**config.mk**
```make
export PLATFORM = sky130hd
export DESIGN_NAME = cache_read_responder
export DESIGN_NICKNAME = d
export VERILOG_FILES = /design/src/rtl/cache_read_responder.sv
export SDC_FILE = /design/constraint.sdc
export NUM_CORES = 1
export LEC_CHECK = 0
export BUFFER_PORTS_ARGS = -buffer_cell sky130_fd_sc_hd__clkbuf_2
export CORE_MARGIN = 5
export CORE_UTILIZATION = 40
export DETAILED_ROUTE_END_ITERATION = 12
export GPL_ROUTABILITY_DRIVEN = 0
export GPL_TIMING_DRIVEN = 0
export PLACE_DENSITY = 0.66
export SKIP_LAST_GASP = 1
export SLEW_MARGIN = 20
export SYNTH_ARGS = -nofsm -noshare
export SYNTH_HDL_FRONTEND = slang
export SYNTH_SLANG_ARGS = --single-unit
```
**constraint.sdc**
```tcl
create_clock -name clk -period 5.25 [get_ports clk]
set_input_delay 0.525 -clock clk [delete_from_list [all_inputs] [get_ports clk]]
set_output_delay 0.525 -clock clk [all_outputs]
set_load 0.01 [all_outputs]
```
**src/rtl/cache_read_responder.sv**
```systemverilog
// Cache read responder: takes a tag lookup result, fetches the hitting way's
// data from the data fetcher when needed, and returns a response with ID,
// hit/miss and error flags while keeping saturating hit/miss statistics.
module cache_read_responder #(
  parameter int unsigned NUM_WAYS      = 4,
  parameter int unsigned DATA_WIDTH    = 32,
  parameter int unsigned ID_WIDTH      = 4,
  parameter int unsigned FETCH_LATENCY = 1,
  parameter int unsigned STAT_WIDTH    = 16
) (
  input  logic                  clk,
  input  logic                  reset,
  input  logic                  lkpValid,
  output logic                  lkpReady,
  input  logic                  lkpHit,
  input  logic [NUM_WAYS-1:0]   lkpWay,
  input  logic [ID_WIDTH-1:0]   lkpId,
  output logic [NUM_WAYS-1:0]   targetWay,
  input  logic [DATA_WIDTH-1:0] dataOut,
  output logic                  rspValid,
  input  logic                  rspReady,
  output logic [DATA_WIDTH-1:0] rspData,
  output logic                  rspHit,
  output logic                  rspErr,
  output logic [ID_WIDTH-1:0]   rspId,
  output logic [STAT_WIDTH-1:0] hitCount,
  output logic [STAT_WIDTH-1:0] missCount
);

  // Fetch latency is at most 7, so three bits cover the counter.
  localparam int unsigned CNT_W = 3;

  typedef enum logic [1:0] {
    IDLE  = 2'd0,
    FETCH = 2'd1,
    RESP  = 2'd2
  } state_t;

  state_t                state_q, state_d;
  logic [CNT_W-1:0]      cnt_q, cnt_d;
  logic [NUM_WAYS-1:0]   way_q, way_d;
  logic [DATA_WIDTH-1:0] rsp_data_q, rsp_data_d;
  logic                  rsp_hit_q, rsp_hit_d;
  logic                  rsp_err_q, rsp_err_d;
  logic [ID_WIDTH-1:0]   rsp_id_q, rsp_id_d;
  logic [STAT_WIDTH-1:0] hit_cnt_q, hit_cnt_d;
  logic [STAT_WIDTH-1:0] miss_cnt_q, miss_cnt_d;

  // True when exactly one bit of the way vector is set.
  function automatic logic is_onehot(input logic [NUM_WAYS-1:0] w);
    return (w != '0) && ((w & (w - NUM_WAYS'(1))) == '0);
  endfunction

  // State and response registers with synchronous reset.
  always_ff @(posedge clk) begin
    if (reset) begin
      state_q    <= IDLE;
      cnt_q      <= '0;
      way_q      <= '0;
      rsp_data_q <= '0;
      rsp_hit_q  <= 1'b0;
      rsp_err_q  <= 1'b0;
      rsp_id_q   <= '0;
      hit_cnt_q  <= '0;
      miss_cnt_q <= '0;
    end else begin
      state_q    <= state_d;
      cnt_q      <= cnt_d;
      way_q      <= way_d;
      rsp_data_q <= rsp_data_d;
      rsp_hit_q  <= rsp_hit_d;
      rsp_err_q  <= rsp_err_d;
      rsp_id_q   <= rsp_id_d;
      hit_cnt_q  <= hit_cnt_d;
      miss_cnt_q <= miss_cnt_d;
    end
  end

  // Next-state logic; lkpWay is only looked at when lkpHit is set so an
  // undriven way vector on a miss never reaches the registers.
  always_comb begin
    state_d    = state_q;
    cnt_d      = cnt_q;
    way_d      = way_q;
    rsp_data_d = rsp_data_q;
    rsp_hit_d  = rsp_hit_q;
    rsp_err_d  = rsp_err_q;
    rsp_id_d   = rsp_id_q;
    hit_cnt_d  = hit_cnt_q;
    miss_cnt_d = miss_cnt_q;

    case (state_q)
      IDLE: begin
        if (lkpValid) begin
          rsp_id_d   = lkpId;
          rsp_data_d = '0;
          rsp_hit_d  = 1'b0;
          rsp_err_d  = 1'b0;
          way_d      = '0;
          cnt_d      = '0;
          if (!lkpHit) begin
            state_d = RESP;
            if (miss_cnt_q != '1) miss_cnt_d = miss_cnt_q + STAT_WIDTH'(1);
          end else if (is_onehot(lkpWay)) begin
            way_d   = lkpWay;
            state_d = FETCH;
          end else begin
            rsp_err_d = 1'b1;
            state_d   = RESP;
          end
        end
      end
      FETCH: begin
        cnt_d = cnt_q + CNT_W'(1);
        if (cnt_q == CNT_W'(FETCH_LATENCY)) begin
          rsp_data_d = dataOut;
          rsp_hit_d  = 1'b1;
          if (hit_cnt_q != '1) hit_cnt_d = hit_cnt_q + STAT_WIDTH'(1);
          state_d = RESP;
        end
      end
      RESP: begin
        if (rspReady) state_d = IDLE;
      end
      default: state_d = IDLE;
    endcase
  end

  // Handshake and way select decoded from the state register.
  assign lkpReady  = (state_q == IDLE) && !reset;
  assign targetWay = (state_q == FETCH) ? way_q : '0;
  assign rspValid  = (state_q == RESP);
  assign rspData   = rsp_data_q;
  assign rspHit    = rsp_hit_q;
  assign rspErr    = rsp_err_q;
  assign rspId     = rsp_id_q;
  assign hitCount  = hit_cnt_q;
  assign missCount = miss_cnt_q;

endmodule
```
# After elaboration in Yosys (flattened, before gate mapping)
# Index checks and enable logic that the tools add are counted.
# totals
regBits	79
in_bits	45
output_inout_bits	76
word_cells	55
# classes
n_addsub	4
eq_ne	8
mux	19
bitwise	2
n_reduce_logical	13
# ops
operator	n
two-way mux 32 bit	2
case mux 32 bit (2 select lines)	1
adder 16 x 1 -> 16 bit, second input constant	2
inequality test 16 bit, second input constant	2
two-way mux 4 bit	3
two-way mux 2 bit	5
AND reduction 3 bit	3
case mux 2 bit (3 select lines)	1
case mux 3 bit (2 select lines)	1
bitwise AND 4 bit	1
zero test 4 bit	1
two-way mux 1 bit	4
inequality test 2 bit, second input constant	2
AND reduction 2 bit	2
AND reduction 4 bit	1
nonzero test 4 bit	1
subtractor 4 x 1 -> 4 bit, second input constant	1
adder 3 x 1 -> 3 bit, second input constant	1
== test 3 x 1 -> 1 bit, second input constant	1
two-way mux 3 bit	1
== test 2 x 1 -> 1 bit, second input constant	1
== test 2 bit, second input constant	1
logical AND 1 bit	2
zero test 2 bit	1
5 further kinds	5

# Longest topological paths before layout
# Gate-level depths: netlist of run 1.
# depth
word_depth	8
mapped_depth	7
ltp_nobuf	6

# Least setup slack after synthesis of run 1
# OpenSTA, ideal clock, no wires.
# synth_timing
kind	register to register
start	register miss_cnt_q[0] (netlist: missCount[0])
end	register miss_cnt_q[6] (netlist: missCount[6])
setup_time_ns	0.115
t_arrival_ns	1.902
required_ns	5.135
path_slack_ns	3.233
path_stages_with_launch	7
path_buffers	1
synth_period_minus_slack_ns	2.017
path_cell_list	dfxtp_1 > ha_1 > nand3_1 > nor4_1 > buf_2 > nor4_1 > o21a_1
# synth_between
elab_chain_cells	2
elab_cells_between_ends	3
cone_classes	add/sub: 1; eq/ne: 1; reduce/logical: 1
# synth_rtl
element	line	rtl
from (decl)	47	logic [STAT_WIDTH-1:0] miss_cnt_q, miss_cnt_d;
from (signal assigned)	75	miss_cnt_q <= miss_cnt_d;
parallel branches: the longest is 2 deep, another holds adder 16 x 1 -> 16 bit	n/a	
# Several ways; the timed one is not identified.
# A chain may end at the register's enable or synchronous reset.

# Final worst setup path of run 1
# layout_timing
start	register state_q[0]
end	register rsp_data_q[16] (netlist: rspData[16])
# layout_between
elab_chain_cells	3
elab_cells_between_ends	7
cone_classes	eq/ne: 3; mux: 1; reduce/logical: 3
# layout_rtl
element	line	rtl
from (decl)	39	state_t state_q, state_d;
from (signal assigned)	67	state_q <= state_d;
== test 2 x 1 -> 1 bit / zero test 2 bit (equally long branches)	92	case (state_q)
inequality test 2 bit (no source line) / nonzero test 2 bit (equally long branches)	n/a	
AND reduction 3 bit (no source line)	n/a	
to (signal assigned)	70	rsp_data_q <= rsp_data_d;
to (decl)	42	logic [DATA_WIDTH-1:0] rsp_data_q, rsp_data_d;
# Parallel ways exist; a longest one is shown, timed or not.

==> out/qor.csv, run 1 <==
stage;metric;value;unit
outcome;status;completed;
critical_path;worst setup path startpoint;state_q[0];
min_path;Min-Delay Path Depth;3;
critical_path;Req. time, crit path;5.47;ns
detailed_routing;ANT nets after route;0;
synth;Ys Warns;0;
grt;total track usage;17.60;%
synth;synthesized instance count;388;
power_and_ir_drop;VDD IR-drop max;0.0001438;V
critical_path;Buf+Inv Stages, Crit Path;2;
sta;final setup TNS;0;ns
sta;relative slew slack;35.74;%
synth;Seq/Total Area, Yosys;46.18;%
die;die width;102.5;um
cts;hold buffer count at cts;0;
critical_path;worst reg-to-reg setup slack;2.81;ns
sta;WHS;0.3945;ns
synth;mean post-synth cell area;8.826;um^2
synth;synth unique cells;49;
critical_path;worst-path fanout max;10;
cts;clock root buffer master;clkbuf_8;
detailed_routing;total detailed-routing wirelength;9.405;mm
cells_and_area;fin nets;567;
placed_design;Post-DP Area;4151;um^2
critical_path;CP peak stage delay;0.80;ns
placed_design;IO Port Bufs;119;
critical_path;worst reg2reg path depth;6;
sta;Worst Clk Skew;0.01512;ns
grt;vias in the first global route;3191;
cts;CTS tree;done;
detailed_routing;DRT iter0 DRCs;119;
cells_and_area;Non-Filler Instances;628;
synth;Mapped Nets;437;
cts;Clock Path Buffers;2;
cells_and_area;Layout area overhead;27.37;%
critical_path;Crit Path Category;flop to flop;
cts;CTS resizes;0;
cts;H-tree levels;3;
synth;FFs w/ async S/R, synth;0;%
sta;Max Freq;0.4104;GHz
cts;register clock-pin slew on the reported worst setup and hold paths;0.09;ns
cells_and_area;share of layout cells above drive strength 1;28.68;%
sta;Final Critical Period;2.437;ns
job;max-cap viol count;0;
grt;global route overflow;0;
sta;RSZ-0062 raised after global routing;false;
min_path;Hold Path Class;input port to flop;
placed_design;Final HPWL DP;6.914;mm
detailed_routing;DRC viols;0;
cts;postcts setup bufs;0;
critical_path;crit path launch type;flop;
cts;# clock sinks;79;
synth;most common flop cell mapped by yosys;dfxtp_1;
sta;Hold Violations, Final;0;
power_and_ir_drop;pwr dens;265.8;nW/um^2
die;Core Box Area;8299;um^2
critical_path;Slowest cell on crit path;nor3b_1;
sta;Slew @ Worst Pin;0.9618;ns
cts;clock latency on the worst-skew pair;0.35;ns
die;I/O pins;121;
detailed_routing;wire length per cell;14.98;um
cells_and_area;Antenna diodes;0;
critical_path;RR Endpoint;rspData[16];
cells_and_area;most frequent cells in the layout;clkbuf_2 (119), dfxtp_1 (79), nor2_1 (48), a22oi_1 (35), a21oi_1 (30);
critical_path;top cell family by delay on the critical path;simple AND/OR/NAND/NOR gates;
min_path;hold path endpoint;rspId[0];
die;Starting Density;41.26;%
detailed_routing;Vias;3524;
detailed_routing;vias per cell;5.611;
critical_path;R2R Path Start;state_q[0];
grt;first-pass GRT wire length;14.81;mm
critical_path;Top cell by count, worst path;nor2_1;
power_and_ir_drop;total power draw;1.159;mW
placed_design;Inst Count DP;612;
synth;number of flops mapped to enable cells by yosys;0;
cts;TritonCTS Buffers;9;
critical_path;crit-path cells;buf_2 -> nor3b_1 -> nor2_1 -> clkbuf_1 -> a22oi_1 -> nor2_1;
grt;initial antenna violation count;0;
sta;Setup Viol. Count Final;0;
synth;Post-Syn Area;3425;um^2
cells_and_area;most common cell after layout, fill and taps aside;clkbuf_2;
die;full die area;10510;um^2
critical_path;Worst Path Arrival;2.65;ns
cells_and_area;post-route design area;4362;um^2
power_and_ir_drop;LEAKAGE;1.733;nW
die;Die Ht;102.5;um
die;# rows;33;
sta;Max Slew Vio Count;0;
sta;crit share post-route;46.41;%
critical_path;Worst setup EP type;flop;
grt;largest net degree at the start of global routing;16;
synth;Synth Register Bits;79;
detailed_routing;1st-pass router iterations;4;
min_path;hold_sp;lkpId[0];
[per-layer routing]
metal	global-route usage, %	routed length, um	vias to the layer above
met1	21.90	4153	1677
met2	28.90	4386	115
met4	5.651	84	0
met5	0	0	-
met3	5.751	781	8
li1	-	-	1724
[sequential cells by signal, indices dropped and copies added (netlist names)]
register   count
cnt_q          3
rspHit         1
rspId          4
rspData       32
missCount     16
state_q        2
rspErr         1
way_q          4
hitCount      16
[power by group]
group,total [mW],internal (mW),switching (mW)
logic,0.0828,0.0308,0.0520
clock network,0.469,0.226,0.243
registers,0.608,0.604,0.00377
[cell families (layout without fill, tap and decap cells)]
family	after synthesis	in the layout	synth area share, %
XOR/XNOR	1	1	0.2558
multiplexers	4	4	1.242
AND/OR/NAND/NOR	154	154	25.03
AO/OA/AOI/OAI	111	111	21.41
buffers and inverters	35	170	4.421
adder cells (fa/ha/maj)	4	4	1.462
flip-flops	79	79	46.18
[through the flow]
step                      worst slack, ns  util (%)
final                               2.813     52.56
after global routing                2.611     52.56
after CTS                           2.724     52.48
after detailed placement            2.696     50.02
after global placement              2.720     50.02
after floorplan                     3.233         -
[Yosys cell counts (2+ instances only)]
cell type | number | area [um^2]
or3b_2 | 2 | 17.52
and2_1 | 4 | 25.02
a22oi_1 | 35 | 262.8
mux2_2 | 2 | 22.52
o21a_1 | 2 | 15.01
buf_2 | 4 | 20.02
nand2b_1 | 2 | 12.51
and4_1 | 2 | 17.52
or4_1 | 13 | 97.59
a32oi_1 | 2 | 17.52
or3_1 | 12 | 75.07
o31a_1 | 4 | 35.03
nor4_1 | 9 | 56.30
nand3_1 | 7 | 35.03
inv_1 | 11 | 41.29
dfxtp_1 | 79 | 1582
mux2i_1 | 2 | 20.02
and3_1 | 3 | 18.77
o31ai_1 | 13 | 97.59
o21ai_0 | 16 | 80.08
nor3_1 | 5 | 25.02
and4bb_2 | 2 | 25.02
ha_1 | 4 | 50.05
nand4_1 | 15 | 93.84
buf_6 | 2 | 22.52
nor3b_1 | 2 | 15.01
clkbuf_1 | 15 | 56.30
nand2_1 | 20 | 75.07
a21oi_1 | 30 | 150.1
buf_1 | 3 | 11.26
nor2_1 | 48 | 180.2
[tightest hold or removal path: cells and delay by family]
kind	cells	cell delay, ns
compound gates	1	0.05
buf+inv	1	0.08
simple gates	1	0.04
[layout make-up]
type | instances | area, um^2
Tap cell | 105 | 131.4
Clock buffer | 9 | 123.9
Inverter | 11 | 41.29
Clock inverter | 7 | 80.08
Sequential cell | 79 | 1582
Timing Repair Buffer | 119 | 595.6
Fill cell | 807 | 3938
Buffer | 24 | 110.1
Multi-Input combinational cell | 274 | 1698
[worst max-delay path by stage]
| stage | cells past startpoint | to | slack [ns] |
|---|---|---|---|
| after floorplan | 6 | missCount[6] | 3.23 |
| after global placement | 6 | rspData[16] | 2.72 |
| after detailed placement | 6 | rspData[16] | 2.70 |
| after CTS | 6 | missCount[6] | 2.72 |
| after global routing | 6 | rspData[16] | 2.61 |
| final | 6 | rspData[16] | 2.81 |
(Power assumes the default switching activity.)
==> inputs of run 2 (changes only) <==
--- a/config.mk
+++ b/config.mk
@@ -5,13 +5,14 @@
 export SDC_FILE = /design/constraint.sdc
 export NUM_CORES = 1
 export LEC_CHECK = 0
+export ABC_AREA = 1
 export BUFFER_PORTS_ARGS = -buffer_cell sky130_fd_sc_hd__clkbuf_2
 export CORE_MARGIN = 5
 export CORE_UTILIZATION = 40
 export DETAILED_ROUTE_END_ITERATION = 12
 export GPL_ROUTABILITY_DRIVEN = 0
 export GPL_TIMING_DRIVEN = 0
-export PLACE_DENSITY = 0.66
+export PLACE_DENSITY = 0.68
 export SKIP_LAST_GASP = 1
 export SLEW_MARGIN = 20
 export SYNTH_ARGS = -nofsm -noshare
==> constraint.sdc (replaced) <==
create_clock -name clk -period 2 [get_ports clk]
set_input_delay 0.2 -clock clk [delete_from_list [all_inputs] [get_ports clk]]
set_output_delay 0.2 -clock clk [all_outputs]
set_load 0.01 [all_outputs]
==> run 2 against run 1 <==
  * Combinational power increased to 3.1 times the previous value
  * Sequential power increased to 2.6 times the previous value
  * Critical path depth increased by 3
  * First-iteration DRC count increased by 35%
  * Final area increased by 5.0%
  * Synthesized area increased by 6.5%
  * Highest routed layer unchanged
  * Total power increased to 2.5 times the previous value
  * Flip-flop and latch count unchanged
  * Largest cell class unchanged
  * Critical endpoint is now missCount[3]
==> out/qor.csv, run 2 <==
stage;metric;value;unit;change
grt;largest net degree at the start of global routing;14;;-2
synth;most common flop cell mapped by yosys;dfxtp_1;;
cts;hold buffer count at cts;0;;unchanged
sta;relative slew slack;62.04;%;+26 points
sta;crit share post-route;92.11;%;+46 points
synth;synthesized instance count;536;;+38%
critical_path;R2R Path Start;missCount[0];;
critical_path;Worst Path Arrival;2.07;ns;-0.58 ns
sta;Max Freq;0.5428;GHz;+32%
grt;first-pass GRT wire length;16.99;mm;+15%
sta;Hold Violations, Final;0;;unchanged
outcome;status;completed;;
power_and_ir_drop;total power draw;2.914;mW;+150%
synth;number of flops mapped to enable cells by yosys;0;;unchanged
cells_and_area;Layout area overhead;25.52;%;
synth;Post-synth top cells;nand2_1 (135), dfxtp_1 (79), nor2_1 (74), a21oi_1 (67), nand3_1 (59);;
cells_and_area;Antenna diodes;0;;unchanged
grt;total track usage;18.03;%;+0.43 points
die;Die Ht;105.5;um;+2.9%
sta;final setup TNS;0;ns;unchanged
cts;Clock Path Buffers;2;;unchanged
cells_and_area;post-layout util;51.99;%;-0.57 points
critical_path;crit-path cells;ha_2 -> inv_1 -> nor2_2 -> nand3_1 -> nand2_2 -> nand2_2 -> buf_4 -> a21oi_1 -> nor2_1;;
die;full die area;11130;um^2;+5.9%
cts;clock latency on the worst-skew pair;0.35;ns;about the same
cells_and_area;share of layout cells above drive strength 1;23.00;%;-5.7 points
sta;Max Slew Vio Count;0;;unchanged
cts;TritonCTS Buffers;9;;unchanged
detailed_routing;vias per cell;5.063;;-9.8%
cts;clock root buffer master;clkbuf_8;;
power_and_ir_drop;pwr dens;636.5;nW/um^2;+140%
job;max-cap viol count;0;;unchanged
die;# rows;34;;+3.0%
critical_path;Top cell by count, worst path;nand2_2;;
min_path;Min-Delay Path Depth;3;;unchanged
synth;largest area contributor in the netlist;dfxtp_1;;
die;Core Box Area;8806;um^2;+6.1%
critical_path;top cell family by delay on the critical path;simple AND/OR/NAND/NOR gates;;
synth;Post-Syn Area;3647;um^2;+6.5%
detailed_routing;1st-pass router iterations;5;;+1
detailed_routing;wire length per cell;12.94;um;-14%
critical_path;Slowest cell on crit path;dfxtp_1;;
min_path;hold path endpoint;rspData[8];;
synth;Synth Register Bits;79;;unchanged
synth;synth top area cells;dfxtp_1 (43%), nand2_1 (14%), a21oi_1 (9.2%), nand3_1 (8.1%), nor2_1 (7.6%);;
detailed_routing;DRT iter0 DRCs;161;;+35%
die;die width;105.5;um;+2.9%
synth;most frequent cell after synthesis;nand2_1;;
synth;Seq/Total Area, Yosys;43.36;%;-2.8 points
grt;global route overflow;0;;unchanged
min_path;Hold Path Class;input port to flop;;
synth;Mapped Nets;585;;+34%
synth;Ys Warns;0;;unchanged
critical_path;worst-path fanout max;10;;unchanged
power_and_ir_drop;VDD IR-drop max;0.0003487;V;+140%
critical_path;Buf+Inv Stages, Crit Path;2;;unchanged
power_and_ir_drop;LEAKAGE;1.962;nW;+13%
detailed_routing;total detailed-routing wirelength;10.12;mm;+7.6%
critical_path;Crit Path Category;flop to flop;;
die;Starting Density;41.42;%;+0.15 points
sta;Worst Clk Skew;0.01588;ns;+0.0007667 ns
cts;register clock-pin slew on the reported worst setup and hold paths;0.08;ns;about the same
critical_path;Req. time, crit path;2.23;ns;-3.24 ns
sta;Final Critical Period;1.842;ns;-0.5945 ns
die;I/O pins;121;;unchanged
critical_path;worst reg-to-reg setup slack;0.16;ns;-2.66 ns
min_path;hold_sp;dataOut[8];;
sta;WHS;0.08124;ns;-0.3133 ns
grt;vias in the first global route;3739;;+17%
synth;synth unique cells;25;;-49%
critical_path;RR Endpoint;missCount[3];;
detailed_routing;Vias;3959;;+12%
grt;initial antenna violation count;0;;unchanged
critical_path;Worst setup EP type;flop;;
cells_and_area;fin nets;718;;+27%
critical_path;crit path launch type;flop;;
sta;Slew @ Worst Pin;0.5693;ns;-0.3924 ns
sta;Setup Viol. Count Final;0;;unchanged
cts;# clock sinks;79;;unchanged
detailed_routing;DRC viols;0;;unchanged
critical_path;worst reg2reg path depth;9;;+3
detailed_routing;ANT nets after route;0;;unchanged
cells_and_area;most frequent cells in the layout;nand2_1 (134), clkbuf_2 (119), dfxtp_1 (79), nor2_1 (72), a21oi_1 (67);;
placed_design;IO Port Bufs;119;;unchanged
placed_design;Final HPWL DP;7.668;mm;+11%
cts;H-tree levels;3;;unchanged
synth;FFs w/ async S/R, synth;0;%;unchanged
synth;mean post-synth cell area;6.805;um^2;-23%
synth;Synth top area share;43.36;%;-2.8 points
cells_and_area;Largest register FFs;32;;unchanged
cells_and_area;most common cell after layout, fill and taps aside;nand2_1;;
critical_path;CP peak stage delay;0.41;ns;-0.39 ns
cts;CTS tree;done;;
run 2: cell type report:
class,count,area (um^2)
plain buffers,24,106.4
clock buffers,10,127.6
clock inverters,6,37.54
fillers,917,4228
inverters,41,153.9
multi-input cells,392,1818
flip-flops and latches,79,1582
well taps,108,135.1
repair buffers,122,618.1
run 2: cells by family (layout without fill, tap and decap cells):
kind of cell               count (synthesis)  in the layout  share of synthesized area, %
AOI/OAI and AO/OA                         80             80                         11.11
adders and majority gates                  4              4                         1.372
and+or+nand+nor                          302            302                         35.64
xor gates and xnor gates                   6              6                         1.441
buffers and inverters                     65            203                         7.067
DFF                                       79             79                         43.36
run 2: routing by layer:
layer  wire, um  vias up  track usage (%)  share of wire, %
met4         93        0            4.533              0.92
met2       4914      124            31.51                49
met5          0        -                0                 0
met1       4347     1819            21.73                43
met3        763       10            5.318               7.5
li1           -     2006                -                 -
run 2: worst max-delay path by stage:
stage,depth (start not counted),start,end
2_1_floorplan,9,missCount[0],missCount[7]
3_3_place_gp,9,missCount[0],missCount[15]
3_5_place_dp,9,missCount[0],missCount[4]
4_1_cts,9,missCount[0],missCount[3]
5_1_grt,9,missCount[0],missCount[5]
6_report,9,missCount[0],missCount[3]
run 2: stage by stage:
stage	setup WS (ns)	instances	area, um^2
CTS	0.01776	779	4543
global route	-0.005041	782	4578
floorplan	0.3152	536	3647
detailed placement	0.03698	763	4378
finish	0.1578	782	4578
global placement	0.09049	763	4378
run 2: tightest hold or removal path: stages:
cell and delay [ns]:
clkbuf_2 0.08, nand2_1 0.05, a21oi_1 0.05
run 2: timing repair:
action,4_1_cts,5_1_grt
resized for setup,0,6
endpoints found under the setup margin,0,44
buffers inserted,0,3
run 2: power by group:
| group | internal [mW] | switching, mW |
|---|---|---|
| clock | 0.448 | 0.600 |
| combinational | 0.0913 | 0.169 |
| sequential | 1.59 | 0.0144 |
==> inputs of run 3 (changes only) <==
--- a/config.mk
+++ b/config.mk
@@ -5,16 +5,16 @@
 export SDC_FILE = /design/constraint.sdc
 export NUM_CORES = 1
 export LEC_CHECK = 0
-export ABC_AREA = 1
+export ABC_AREA = 0
 export BUFFER_PORTS_ARGS = -buffer_cell sky130_fd_sc_hd__clkbuf_2
 export CORE_MARGIN = 5
 export CORE_UTILIZATION = 40
 export DETAILED_ROUTE_END_ITERATION = 12
 export GPL_ROUTABILITY_DRIVEN = 0
 export GPL_TIMING_DRIVEN = 0
-export PLACE_DENSITY = 0.68
+export PLACE_DENSITY = 0.69
 export SKIP_LAST_GASP = 1
-export SLEW_MARGIN = 20
+export SLEW_MARGIN = 40
 export SYNTH_ARGS = -nofsm -noshare
 export SYNTH_HDL_FRONTEND = slang
 export SYNTH_SLANG_ARGS = --single-unit
==> run 3 against run 2 <==
  * Critical endpoint is now hitCount[11]
  * Die area fell by 5.5%
  * Clock power is 26% higher
  * Largest power group unchanged
  * Clock skew decreased by 0.010 ns
==> out/qor.csv, run 3 (same netlist as run 1, synthesis figures left out) <==
stage;metric;value;unit;change
grt;vias in the first global route;3196;;-15%
cells_and_area;Largest register FFs;32;;unchanged
cells_and_area;most frequent cells in the layout;clkbuf_2 (123), dfxtp_1 (78), nor2_1 (47), a22oi_1 (35), a21oi_1 (30);;
placed_design;Post-DP Area;4163;um^2;-4.9%
sta;crit share post-route;98.99;%;+6.9 points
power_and_ir_drop;pwr dens;707.5;nW/um^2;+11%
critical_path;crit path launch type;flop;;
sta;Final Critical Period;1.980;ns;+0.1377 ns
die;Core Box Area;8299;um^2;-5.8%
sta;RSZ-0062 raised after global routing;true;;
sta;WHS;0.06249;ns;-0.01875 ns
sta;Max Slew Vio Count;0;;unchanged
cells_and_area;fillers;801;;-13%
placed_design;DP Worst Slack;-0.1728;ns;-0.2098 ns
placed_design;Final HPWL DP;6.869;mm;-10%
sta;Worst Clk Skew;0.005893;ns;-0.009990 ns
cells_and_area;post-route design area;4437;um^2;-3.1%
critical_path;top cell family by delay on the critical path;simple AND/OR/NAND/NOR gates;;
outcome;status;completed;;
sta;Max Freq;0.5051;GHz;-7.0%
critical_path;Buf+Inv Stages, Crit Path;2;;unchanged
cts;register clock-pin slew on the reported worst setup and hold paths;0.09;ns;about the same
die;Starting Density;41.26;%;-0.15 points
sta;Slew @ Worst Pin;0.5978;ns;+0.02842 ns
cts;clock root buffer master;clkbuf_8;;
cts;Clock Path Buffers;2;;unchanged
critical_path;CP peak stage delay;0.50;ns;+0.09 ns
grt;largest net degree at the start of global routing;15;;+1
cts;CTS tree;done;;
die;Die Ht;102.5;um;-2.8%
grt;initial antenna violation count;0;;unchanged
detailed_routing;DRT iter0 DRCs;104;;-35%
placed_design;Inst Count DP;612;;-20%
grt;global route overflow;0;;unchanged
cells_and_area;Layout area overhead;29.56;%;
cts;TritonCTS Buffers;9;;unchanged
die;I/O pins;121;;unchanged
cts;# clock sinks;79;;unchanged
cts;clock latency on the worst-skew pair;0.35;ns;about the same
cts;H-tree levels;3;;unchanged
sta;Hold Violations, Final;0;;unchanged
critical_path;crit-path cells;inv_1 -> ha_2 -> nand4bb_4 -> or3_1 -> buf_6 -> or4_1 -> a21oi_1;;
cells_and_area;Non-Filler Instances;630;;-19%
detailed_routing;1st-pass router iterations;4;;-1
cells_and_area;most common cell after layout, fill and taps aside;clkbuf_2;;
cells_and_area;Antenna diodes;0;;unchanged
grt;first-pass GRT wire length;14.95;mm;-12%
sta;Setup Viol. Count Final;0;;unchanged
critical_path;Worst setup EP type;flop;;
power_and_ir_drop;VDD IR-drop max;0.0003717;V;+6.6%
placed_design;IO Port Bufs;119;;unchanged
detailed_routing;Vias;3459;;-13%
die;full die area;10510;um^2;-5.5%
detailed_routing;wire length per cell;14.70;um;+14%
critical_path;worst-path fanout max;10;;unchanged
detailed_routing;ANT nets after route;0;;unchanged
job;max-cap viol count;0;;unchanged
cells_and_area;fin nets;569;;-21%
min_path;Hold Path Class;input port to flop;;
sta;relative slew slack;60.15;%;-1.9 points
die;# rows;33;;-2.9%
power_and_ir_drop;LEAKAGE;1.800;nW;-8.3%
cts;hold buffer count at cts;0;;unchanged
critical_path;Worst Path Arrival;2.26;ns;+0.19 ns
cells_and_area;share of layout cells above drive strength 1;31.24;%;+8.2 points
critical_path;Crit Path Category;flop to flop;;
critical_path;Slowest cell on crit path;or4_1;;
detailed_routing;vias per cell;5.490;;+8.5%
grt;total track usage;17.65;%;-0.38 points
die;die width;102.5;um;-2.8%
sta;Final WS setup;0.02013;ns;-0.1377 ns
cells_and_area;post-layout util;53.46;%;+1.5 points
detailed_routing;DRC viols;0;;unchanged
critical_path;Req. time, crit path;2.28;ns;+0.05 ns
detailed_routing;total detailed-routing wirelength;9.260;mm;-8.5%
## run 3: metrics by stage
| stage | power [mW] | setup TNS [ns] |
|---|---|---|
| final | 3.139 | 0 |
| after global routing | 3.249 | -0.4764 |
| after CTS | 3.157 | -0.03137 |
| after detailed placement | 1.852 | -2.223 |
| after global placement | 1.847 | -12.28 |
| after floorplan | 1.747 | 0 |
## run 3: where the power goes
part | leakage, nW | internal [mW] | switching (mW)
Sequential | 0.638 | 1.59 | 0.00989
Combinational | 1.05 | 0.0842 | 0.138
Clock | 0.114 | 0.708 | 0.614
Total | 1.80 | 2.38 | 0.762
## run 3: final timing paths
check	from	endpoint	cells past startpoint	slack (ns)
setup reg to reg	cnt_q[1]	hitCount[11]	7	0.02
setup / recovery	cnt_q[1]	hitCount[11]	7	0.02
hold reg to reg	rspId[1]	rspId[1]	2	0.46
hold / removal	lkpId[3]	rspId[3]	3	0.06
## run 3: layer usage
metal	vias up	global-route usage (%)	share of wire, %
li1	1726	-	-
met1	1610	23.03	44
met2	113	27.90	46
met3	10	6.698	8.7
met4	0	3.935	1.2
met5	-	0	0
## run 3: timing repair
action	in CTS	in global routing
resized for setup	7	8
hold endpoints to repair	0	0
pin swaps	1	1
setup buffers	0	2
endpoints found under the setup margin	41	54
## run 3: worst reg2reg max path, stage by stage (launching register included)
cell and delay, ns:
dfxtp_1 0.34, inv_1 0.06, ha_2 0.21, nand4bb_4 0.16, or3_1 0.35, buf_6 0.15, or4_1 0.50, a21oi_1 0.16
## run 3: layout make-up
cell class                      instances  area [um^2]  share of cell area [%]
Multi-Input combinational cell        274         1733                   39.06
Tap cell                              105        131.4                   2.961
Clock inverter                          7        96.34                   2.171
Buffer                                 24        117.6                   2.651
Inverter                               11        41.29                  0.9306
Sequential cell                        79         1583                   35.67
Timing Repair Buffer                  121        610.6                   13.76
Clock buffer                            9        123.9                   2.792
